<file path="src/rtl/mips_pkg.sv">
// mips_pkg: state codes, opcode/funct constants and ALUCon codes shared by the
// multi-cycle controller and the ALU.
package mips_pkg;
    typedef enum logic [3:0] {
        S_FETCH  = 4'd0,
        S_DECODE = 4'd1,
        S_MEMADR = 4'd2,
        S_MEMRD  = 4'd3,
        S_MEMWB  = 4'd4,
        S_MEMWR  = 4'd5,
        S_EXEC   = 4'd6,
        S_RWB    = 4'd7,
        S_BRANCH = 4'd8,
        S_JUMP   = 4'd9,
        S_ADDIEX = 4'd10,
        S_ADDIWB = 4'd11
    } state_t;
    localparam logic [5:0] OP_RTYPE = 6'b000000;
    localparam logic [5:0] OP_LW    = 6'b100011;
    localparam logic [5:0] OP_SW    = 6'b101011;
    localparam logic [5:0] OP_BEQ   = 6'b000100;
    localparam logic [5:0] OP_J     = 6'b000010;
    localparam logic [5:0] OP_ADDI  = 6'b001000;
    localparam logic [5:0] FN_ADD = 6'b100000;
    localparam logic [5:0] FN_SUB = 6'b100010;
    localparam logic [5:0] FN_AND = 6'b100100;
    localparam logic [5:0] FN_OR  = 6'b100101;
    localparam logic [5:0] FN_SLT = 6'b101010;
    localparam logic [3:0] ALU_ADD = 4'b0010;
    localparam logic [3:0] ALU_SUB = 4'b0110;
    localparam logic [3:0] ALU_AND = 4'b0000;
    localparam logic [3:0] ALU_OR  = 4'b0001;
    localparam logic [3:0] ALU_SLT = 4'b0111;
    // ALUOP_NONE yields ALUCon 0000 in states that do not use the ALU
    localparam logic [1:0] ALUOP_ADD   = 2'b00;
    localparam logic [1:0] ALUOP_SUB   = 2'b01;
    localparam logic [1:0] ALUOP_FUNCT = 2'b10;
    localparam logic [1:0] ALUOP_NONE  = 2'b11;
endpackage

</file>
<file path="src/rtl/alu_con_dec.sv">
// alu_con_dec: maps the controller's alu_op and the R-type funct field to an
// ALUCon code, flagging unknown funct values.
module alu_con_dec
    import mips_pkg::*;
(
    input  logic [1:0] alu_op,
    input  logic [5:0] funct,
    output logic [3:0] ALUCon,
    output logic       bad_funct
);
    always_comb begin
        bad_funct = 1'b0;
        ALUCon = 4'b0000;
        case (alu_op)
            ALUOP_ADD: ALUCon = ALU_ADD;
            ALUOP_SUB: ALUCon = ALU_SUB;
            ALUOP_FUNCT: begin
                case (funct)
                    FN_ADD:  ALUCon = ALU_ADD;
                    FN_SUB:  ALUCon = ALU_SUB;
                    FN_AND:  ALUCon = ALU_AND;
                    FN_OR:   ALUCon = ALU_OR;
                    FN_SLT:  ALUCon = ALU_SLT;
                    default: begin
                        ALUCon = ALU_ADD;
                        bad_funct = 1'b1;
                    end
                endcase
            end
            default: ALUCon = 4'b0000;
        endcase
    end
endmodule

</file>
<file path="src/rtl/mips_mc_ctrl.sv">
// mips_mc_ctrl: Moore FSM controller for a multi-cycle MIPS datapath.
// Define MIPS_ADDI_EN to add the ADDIEX/ADDIWB path for addi.
module mips_mc_ctrl
    import mips_pkg::*;
(
    input  logic       clk,
    input  logic       reset,
    input  logic [5:0] opcode,
    input  logic [5:0] funct,
    input  logic       zero,
    output logic [3:0] ALUCon,
    output logic       iord,
    output logic       mem_read,
    output logic       mem_write,
    output logic       ir_write,
    output logic       reg_dst,
    output logic       mem_to_reg,
    output logic       reg_write,
    output logic       alu_src_a,
    output logic       pc_en,
    output logic [1:0] alu_src_b,
    output logic [1:0] pc_src,
    output logic [3:0] state,
    output logic       illegal_op
);
    state_t state_q, state_d;
    logic illegal_q, illegal_d;
    logic [1:0] alu_op;
    logic bad_funct;
    logic mem_write_c, ir_write_c, reg_write_c, pc_write, pc_write_cond;

    alu_con_dec u_dec (
        .alu_op   (alu_op),
        .funct    (funct),
        .ALUCon   (ALUCon),
        .bad_funct(bad_funct)
    );

    always_ff @(posedge clk or posedge reset) begin
        if (reset) begin
            state_q   <= S_FETCH;
            illegal_q <= 1'b0;
        end else begin
            state_q   <= state_d;
            illegal_q <= illegal_d;
        end
    end

    always_comb begin
        state_d = S_FETCH;
        illegal_d = illegal_q;
        alu_op = ALUOP_NONE;
        iord = 1'b0;
        mem_read = 1'b0;
        mem_write_c = 1'b0;
        ir_write_c = 1'b0;
        reg_dst = 1'b0;
        mem_to_reg = 1'b0;
        reg_write_c = 1'b0;
        alu_src_a = 1'b0;
        alu_src_b = 2'b00;
        pc_src = 2'b00;
        pc_write = 1'b0;
        pc_write_cond = 1'b0;
        case (state_q)
            S_FETCH: begin
                mem_read = 1'b1;
                ir_write_c = 1'b1;
                alu_src_b = 2'b01;
                alu_op = ALUOP_ADD;
                pc_write = 1'b1;
                state_d = S_DECODE;
            end
            S_DECODE: begin
                alu_src_b = 2'b11;
                alu_op = ALUOP_ADD;
                case (opcode)
                    OP_LW, OP_SW: state_d = S_MEMADR;
                    OP_RTYPE:     state_d = S_EXEC;
                    OP_BEQ:       state_d = S_BRANCH;
                    OP_J:         state_d = S_JUMP;
`ifdef MIPS_ADDI_EN
                    OP_ADDI:      state_d = S_ADDIEX;
`endif
                    default:      illegal_d = 1'b1;
                endcase
            end
            S_MEMADR: begin
                alu_src_a = 1'b1;
                alu_src_b = 2'b10;
                alu_op = ALUOP_ADD;
                state_d = (opcode == OP_SW) ? S_MEMWR : S_MEMRD;
            end
            S_MEMRD: begin
                mem_read = 1'b1;
                iord = 1'b1;
                state_d = S_MEMWB;
            end
            S_MEMWB: begin
                reg_write_c = 1'b1;
                mem_to_reg = 1'b1;
            end
            S_MEMWR: begin
                mem_write_c = 1'b1;
                iord = 1'b1;
            end
            S_EXEC: begin
                alu_src_a = 1'b1;
                alu_op = ALUOP_FUNCT;
                illegal_d = illegal_q | bad_funct;
                state_d = S_RWB;
            end
            S_RWB: begin
                reg_write_c = 1'b1;
                reg_dst = 1'b1;
            end
            S_BRANCH: begin
                alu_src_a = 1'b1;
                alu_op = ALUOP_SUB;
                pc_src = 2'b01;
                pc_write_cond = 1'b1;
            end
            S_JUMP: begin
                pc_src = 2'b10;
                pc_write = 1'b1;
            end
`ifdef MIPS_ADDI_EN
            S_ADDIEX: begin
                alu_src_a = 1'b1;
                alu_src_b = 2'b10;
                alu_op = ALUOP_ADD;
                state_d = S_ADDIWB;
            end
            S_ADDIWB: reg_write_c = 1'b1;
`endif
            default: state_d = S_FETCH;
        endcase
    end

    // Reset already forces FETCH; the gating keeps FETCH's strobes quiet while it is held
    assign ir_write   = ir_write_c & ~reset;
    assign reg_write  = reg_write_c & ~reset;
    assign mem_write  = mem_write_c & ~reset;
    assign pc_en      = (pc_write | (pc_write_cond & zero)) & ~reset;
    assign state      = state_q;
    assign illegal_op = illegal_q;
endmodule

</file>
<file path="config.mk">
export PLATFORM = sky130hd
export DESIGN_NAME = mips_mc_ctrl
export DESIGN_NICKNAME = d
export VERILOG_FILES = /design/src/rtl/mips_pkg.sv /design/src/rtl/alu_con_dec.sv /design/src/rtl/mips_mc_ctrl.sv
export SDC_FILE = /design/constraint.sdc
export NUM_CORES = 1
export LEC_CHECK = 0
export BUFFER_PORTS_ARGS = -buffer_cell sky130_fd_sc_hd__buf_2
export CAP_MARGIN = 5
export CORE_UTILIZATION = 40
export DETAILED_ROUTE_END_ITERATION = 7
export GPL_TIMING_DRIVEN = 0
export PLACE_DENSITY = 0.74
export SLEW_MARGIN = 5
export SYNTH_ARGS = -nofsm -noshare
export SYNTH_HDL_FRONTEND = slang
export SYNTH_SLANG_ARGS = --single-unit
</file>
<file path="constraint.sdc">
create_clock -name clk -period 1.7 [get_ports clk]
set_clock_uncertainty 0.05 [all_clocks]
set_input_delay 0.255 -clock clk [delete_from_list [all_inputs] [get_ports clk]]
set_output_delay 0.255 -clock clk [all_outputs]
set_load 0.03 [all_outputs]
</file>
==> results of run 1 <==
-- final cells by class --
cell class,count,area (um2)
buffer,5,56.3
clock buffer,4,26.3
fill,66,160
inverter,4,17.5
multi-input combinational,58,504
sequential,5,130
tap,15,18.8
timing repair buffer,55,404
-- repair_timing --
action	in CTS	in global routing
setup endpoints to repair	8	14
endpoints found under the hold margin	5	0
hold buffers	1	0
gates resized for setup	32	22
pin swaps	7	3
setup buffers	17	2
-- metal layers --
| layer | vias up | share of wire |
|---|---|---|
| li1 | 388 | - |
| met1 | 388 | 0.39 |
| met2 | 45 | 0.55 |
| met3 | 2 | 0.048 |
| met4 | 0 | 0.0054 |
| met5 | - | 0 |
-- logic make-up after synthesis --
kind of cell / count (synthesis) / share of synthesized area
adder cells (fa/ha/maj): 1 / 0.0175
AND/OR/NAND/NOR: 39 / 0.408
XOR/XNOR: 2 / 0.0306
other: 1 / 0.00654
buffers and inverters: 9 / 0.0786
flip-flops: 5 / 0.218
multiplexers: 2 / 0.0371
AO/OA/AOI/OAI: 13 / 0.203
-- sequential cells by signal, indices dropped and copies added, names as in the netlist --
name	cells
state	4
illegal_op	1
-- worst min-delay path, delay by kind of cell --
family / cells / cell delay (ns)
buffers and inverters: 1 / 0.08
AND/OR/NAND/NOR: 2 / 0.19
-- power by group --
part           internal (mW)  switching (mW)  total, mW
combinational          0.395           0.453      0.848
clock                 0.0886          0.0462      0.135
sequential             0.141          0.0334      0.174
total                  0.624           0.533       1.16
-- how the worst min path moves through the flow --
stage	start	endpoint	depth (start not counted)
finish	opcode[4]	state[3]	3
global route	opcode[4]	state[3]	3
CTS	opcode[4]	state[3]	3
detailed placement	reset	state[3]	2
global placement	reset	state[0]	2
floorplan	reset	illegal_op	1
-- placed cells by master (no fill, tap or decap), types with 2 or more instances in the layout --
cell / synthesis / final
nor3_2: 0 / 5
clkbuf_4: 0 / 3
inv_1: 2 / 2
nand2b_1: 3 / 2
nor2_4: 0 / 2
nor2b_1: 2 / 2
buf_2: 3 / 21
nor2_1: 7 / 4
xor2_1: 2 / 2
a311oi_1: 2 / 2
buf_4: 2 / 23
nand2b_4: 1 / 3
nor3_1: 9 / 3
dfrtp_2: 0 / 4
and2_1: 2 / 2
buf_6: 0 / 14
-- per-stage QoR --
step	hold slack, ns	setup TNS (ns)	cell area (um2)	util	setup slack [ns]
2_1_floorplan	-0.00825	-0.362	619	-	-0.125
3_3_place_gp	0.179	-0.0539	813	0.617	-0.0481
3_5_place_dp	0.185	-0.0717	813	0.617	-0.0495
4_1_cts	0.263	-0.472	1080	0.820	-0.156
5_1_grt	0.276	-1.09	1160	0.878	-0.224
6_report	0.274	-0.554	1160	0.878	-0.171
==> results.sh, run 1 <==
export IMPL_status="finished with violations"
export IMPL_violations="setup timing"
export IMPL_antenna_cells=0
export IMPL_crit_start="state[3]"
export IMPL_end_kind="primary output"
export IMPL_grtUsageTotal=0.264
export IMPL_worst_slack_ns=-0.171
export IMPL_peakVddDrop_mv=0.740
export IMPL_core_area_um2=1320
export IMPL_slowest_stage="or4_4"
export IMPL_initial_utilization=0.435
export IMPL_p_leak_nw=0.547
export IMPL_synth_most_common_cell="nor3_1"
export IMPL_ios=37
export IMPL_htree_levels=1
export IMPL_clock_fmax_mhz=534
export IMPL_synth_cells=72
export IMPL_dp_cells=122
export IMPL_path_class="reg -> out"
export IMPL_hpwl_um=1200
export IMPL_synth_top_cell_by_area="dfrtp_1"
export IMPL_synth_top_cells_by_count="9 x nor3_1, 7 x nor2_1, 5 x dfrtp_1"
export IMPL_use_met3=0.0170
export IMPL_place_gp_congestion=0.715
export IMPL_cp_endpoint="ir_write"
export IMPL_regToRegStartpoint="state[3]"
export IMPL_clockBufferDepth=2
export IMPL_hold_viol=0
export IMPL_worstPathArrival_ns=1.57
export IMPL_avgSynthCellArea_um2=7.96
export IMPL_r2r_end="state[2]"
export IMPL_vias_per_cell=5.64
export IMPL_die_y_um=39.9
export IMPL_final_nets=147
export IMPL_cp_depth=4
export IMPL_grt_overflow_total=0
export IMPL_regToRegSetupSlack_ns=0.27
export IMPL_crit_path_max_incr_delay_ns=0.54
export IMPL_clk_latency_ns=0.24
export IMPL_numPortBuffers=35
export IMPL_drcViolationCount=0
export IMPL_routed_wl_um=2220
export IMPL_grt_pass1_vias=641
export IMPL_cts_buffers=3
export IMPL_final_max_slew_viol_count=0
export IMPL_vias=823
export IMPL_cp_num_buf_inv=2
export IMPL_synth_warnings=0
export IMPL_wl_per_cell_um=15.2
export IMPL_rsz0062_at_grt="true"
export IMPL_crit_fanout=5
export IMPL_fin_cells=146
export IMPL_async_flop_share=1.00
export IMPL_cts_tree="done"
export IMPL_reg2regPathDepth=6
export IMPL_drv_cap=0
export IMPL_setup_viol=8
export IMPL_grt_busiest_layer="met2"
export IMPL_crit_chain="buf_6 -> or4_4 -> nor2_4 -> buf_6"
export IMPL_hp_class="in -> reg"
export IMPL_worstPathRequired_ns=1.39
export IMPL_synth_cell_types=41
export IMPL_synth_flop_cell="dfrtp_1"
export IMPL_synth_edf_count=0
export IMPL_powerDensity_nw_per_um2=1000
export IMPL_syn2layout_area_growth_pct=102
export IMPL_fp_row_count=13
export IMPL_fin_crit_ns=1.87
export IMPL_drive_gt1_frac=0.687
export IMPL_startpoint_type="flip-flop"
export IMPL_die_area_um2=1590
export IMPL_finalCritPeriodShare=1.10
export IMPL_drt_iter0_markers=23
export IMPL_synthTopCellsByArea="dfrtp_1 22%, nor3_1 7.9%, nor2_1 4.6%, nand2b_1 3.3%, a311oi_1 3.1%"
export IMPL_met2_usage=0.492
export IMPL_total_power_mw=1.16
export IMPL_ys_seq_elements=5
export IMPL_synth_cell_area_um2=573
export IMPL_clk_pin_slew_ns=0.04
export IMPL_ys_seq_area_frac=0.218
export IMPL_synth_top_area_frac=0.218
export IMPL_grt_max_degree=11
export IMPL_synth_nets=87
export IMPL_first_pass_iters=4
export IMPL_ant_nets=0
export IMPL_clock_sinks=5
export IMPL_antenna_found_initial=0
export IMPL_grt_first_pass_wirelength_um=2760
export IMPL_cts_root_buf="clkbuf_4"
export IMPL_cp_common_cell="buf_6"
export IMPL_die_x_um=39.9
export IMPL_met1_usage=0.304
export IMPL_critPathTopFamily="simple AND/OR/NAND/NOR gates"
Power figures use the tool's default switching activity.
==> run 2, diff against run 1 <==
==> constraint.sdc (replaced) <==
create_clock -name clk -period 2.41 [get_ports clk]
set_clock_uncertainty 0.05 [all_clocks]
set_input_delay 0.3615 -clock clk [delete_from_list [all_inputs] [get_ports clk]]
set_output_delay 0.3615 -clock clk [all_outputs]
set_load 0.03 [all_outputs]
==> run 2 against run 1 <==
Net effect: the run now ends clean; design area is 31% lower; utilization is 28 points lower; clock-buffer cell count stayed put; register-to-register slack better by 0.78 ns; sequential share of layout area is 4.5 points higher; critical path depth stayed put; wire length is 32% lower; combinational power is 54% lower; power is 49% lower; sequential power is 35% lower; critical endpoint is now ALUCon[2].
==> results.sh, run 2 (synthesis results as in run 1) <==
export IMPL_drive_gt1_frac=0.450
export IMPL_cts_buffers=3
export IMPL_path_class="reg -> out"
export IMPL_powerDensity_nw_per_um2=751
export IMPL_hold_viol=0
export IMPL_ctsResizeCount=0
export IMPL_initial_utilization=0.435
export IMPL_fp_row_count=13
export IMPL_clk_pin_slew_ns=0.04
export IMPL_cts_tree="done"
export IMPL_met2_usage=0.389
export IMPL_place_gp_congestion=0.785
export IMPL_drt_iter0_markers=8
export IMPL_end_kind="primary output"
export IMPL_clockBufferDepth=2
export IMPL_die_y_um=39.9
export IMPL_grt_busiest_layer="met2"
export IMPL_vias=704
export IMPL_fin_util=0.602
export IMPL_hpwl_um=1190
export IMPL_antenna_found_initial=0
export IMPL_holdWs_ns=0.00520
export IMPL_peakVddDrop_mv=0.392
export IMPL_final_common_cell="buf_2"
export IMPL_worstPathArrival_ns=1.66
export IMPL_largest_register_ffs=4
export IMPL_grt_first_pass_wirelength_um=2180
export IMPL_grt_overflow_total=0
export IMPL_setup_viol=0
export IMPL_grt_max_degree=11
export IMPL_finalCritPeriodShare=0.861
export IMPL_clock_sinks=5
export IMPL_clk_latency_ns=0.24
export IMPL_htree_levels=1
export IMPL_grt_pass1_vias=519
export IMPL_cp_num_buf_inv=1
export IMPL_p_leak_nw=0.401
export IMPL_first_pass_iters=4
export IMPL_ctsHoldBuffers=0
export IMPL_final_max_slew_viol_count=0
export IMPL_post_cts_setup_buffer_count=0
export IMPL_crit_chain="nand2b_4 -> or3b_1 -> o21bai_1 -> buf_2"
export IMPL_die_area_um2=1590
export IMPL_antenna_cells=0
export IMPL_met1_usage=0.224
export IMPL_critPathTopFamily="simple AND/OR/NAND/NOR gates"
export IMPL_vias_per_cell=5.59
export IMPL_crit_fanout=9
export IMPL_die_x_um=39.9
export IMPL_startpoint_type="flip-flop"
export IMPL_drv_cap=0
export IMPL_final_nets=127
export IMPL_syn2layout_area_growth_pct=38.4
export IMPL_clock_fmax_mhz=482
export IMPL_tns_ns=0
export IMPL_wl_per_cell_um=12.0
export IMPL_crit_path_max_incr_delay_ns=0.46
export IMPL_cts_root_buf="clkbuf_4"
export IMPL_ant_nets=0
export IMPL_slowest_stage="dfrtp_1"
export IMPL_hp_class="in -> async"
export IMPL_grtUsageTotal=0.207
export IMPL_drcViolationCount=0
export IMPL_status="finished, final reports clean"
export IMPL_core_area_um2=1320
export IMPL_fin_crit_ns=2.07
export IMPL_use_met3=0.0341
export IMPL_final_cell_mix="38 x buf_2, 9 x nor3_1, 7 x nor2_1, 5 x dfrtp_1"
export IMPL_worstPathRequired_ns=2.00
export IMPL_routed_wl_um=1520
export IMPL_ios=37
export IMPL_numPortBuffers=35
export IMPL_rsz0062_at_grt="false"
export IMPL_total_power_mw=0.595
-- run 2: cell types whose count changed in the layout (fill, tap and decap cells not counted), moves of 2 or more --
cell	before	now
buf_2	21	38
buf_4	23	2
buf_6	14	0
dfrtp_1	1	5
dfrtp_2	4	0
nand2b_4	3	1
nor2_1	4	7
nor2_4	2	0
nor3_1	3	9
nor3_2	5	0
-- run 2: final timing paths --
check	from	end	slack, ns	depth (start not counted)
max	state[3]	ALUCon[2]	0.34	4
min	reset	state[1]	0.005	2
max reg2reg	state[2]	state[2]	1.05	4
min reg2reg	illegal_op	illegal_op	0.42	1
max in group asynchronous	reset	state[0]	2.12	2
min in group clk	opcode[4]	state[3]	0.36	3
-- run 2: area by class of cell --
type / count / area (um2)
inverter: 4 / 15.0
tap: 15 / 18.8
timing repair buffer: 35 / 175
sequential: 5 / 125
buffer: 5 / 30.0
multi-input combinational: 58 / 403
clock buffer: 4 / 26.3
fill: 122 / 524
-- run 2: stage by stage --
step | cell area, um2 | worst slack, ns | cells
detailed placement | 767 | 0.594 | 122
global placement | 767 | 0.598 | 122
CTS | 793 | 0.333 | 126
floorplan | 573 | 0.115 | 72
finish | 793 | 0.335 | 126
global route | 793 | 0.272 | 126
-- run 2: layer usage --
layer  routed length [um]  share of wire
met3                  113          0.075
met5                    0              0
met1                  627           0.41
met2                  760           0.50
met4                   13         0.0086
-- run 2: power breakdown --
group	internal [mW]	switching, mW	leakage (nW)
Clock	0.0625	0.0325	0.0150
Sequential	0.0967	0.0166	0.0620
Combinational	0.132	0.255	0.324
-- run 2: worst register-to-register path, stage by stage, from the launching register on --
cell and delay, ns:
dfrtp_1 0.47, buf_2 0.24, nor4b_1 0.29, nand3_1 0.13, o41ai_2 0.08
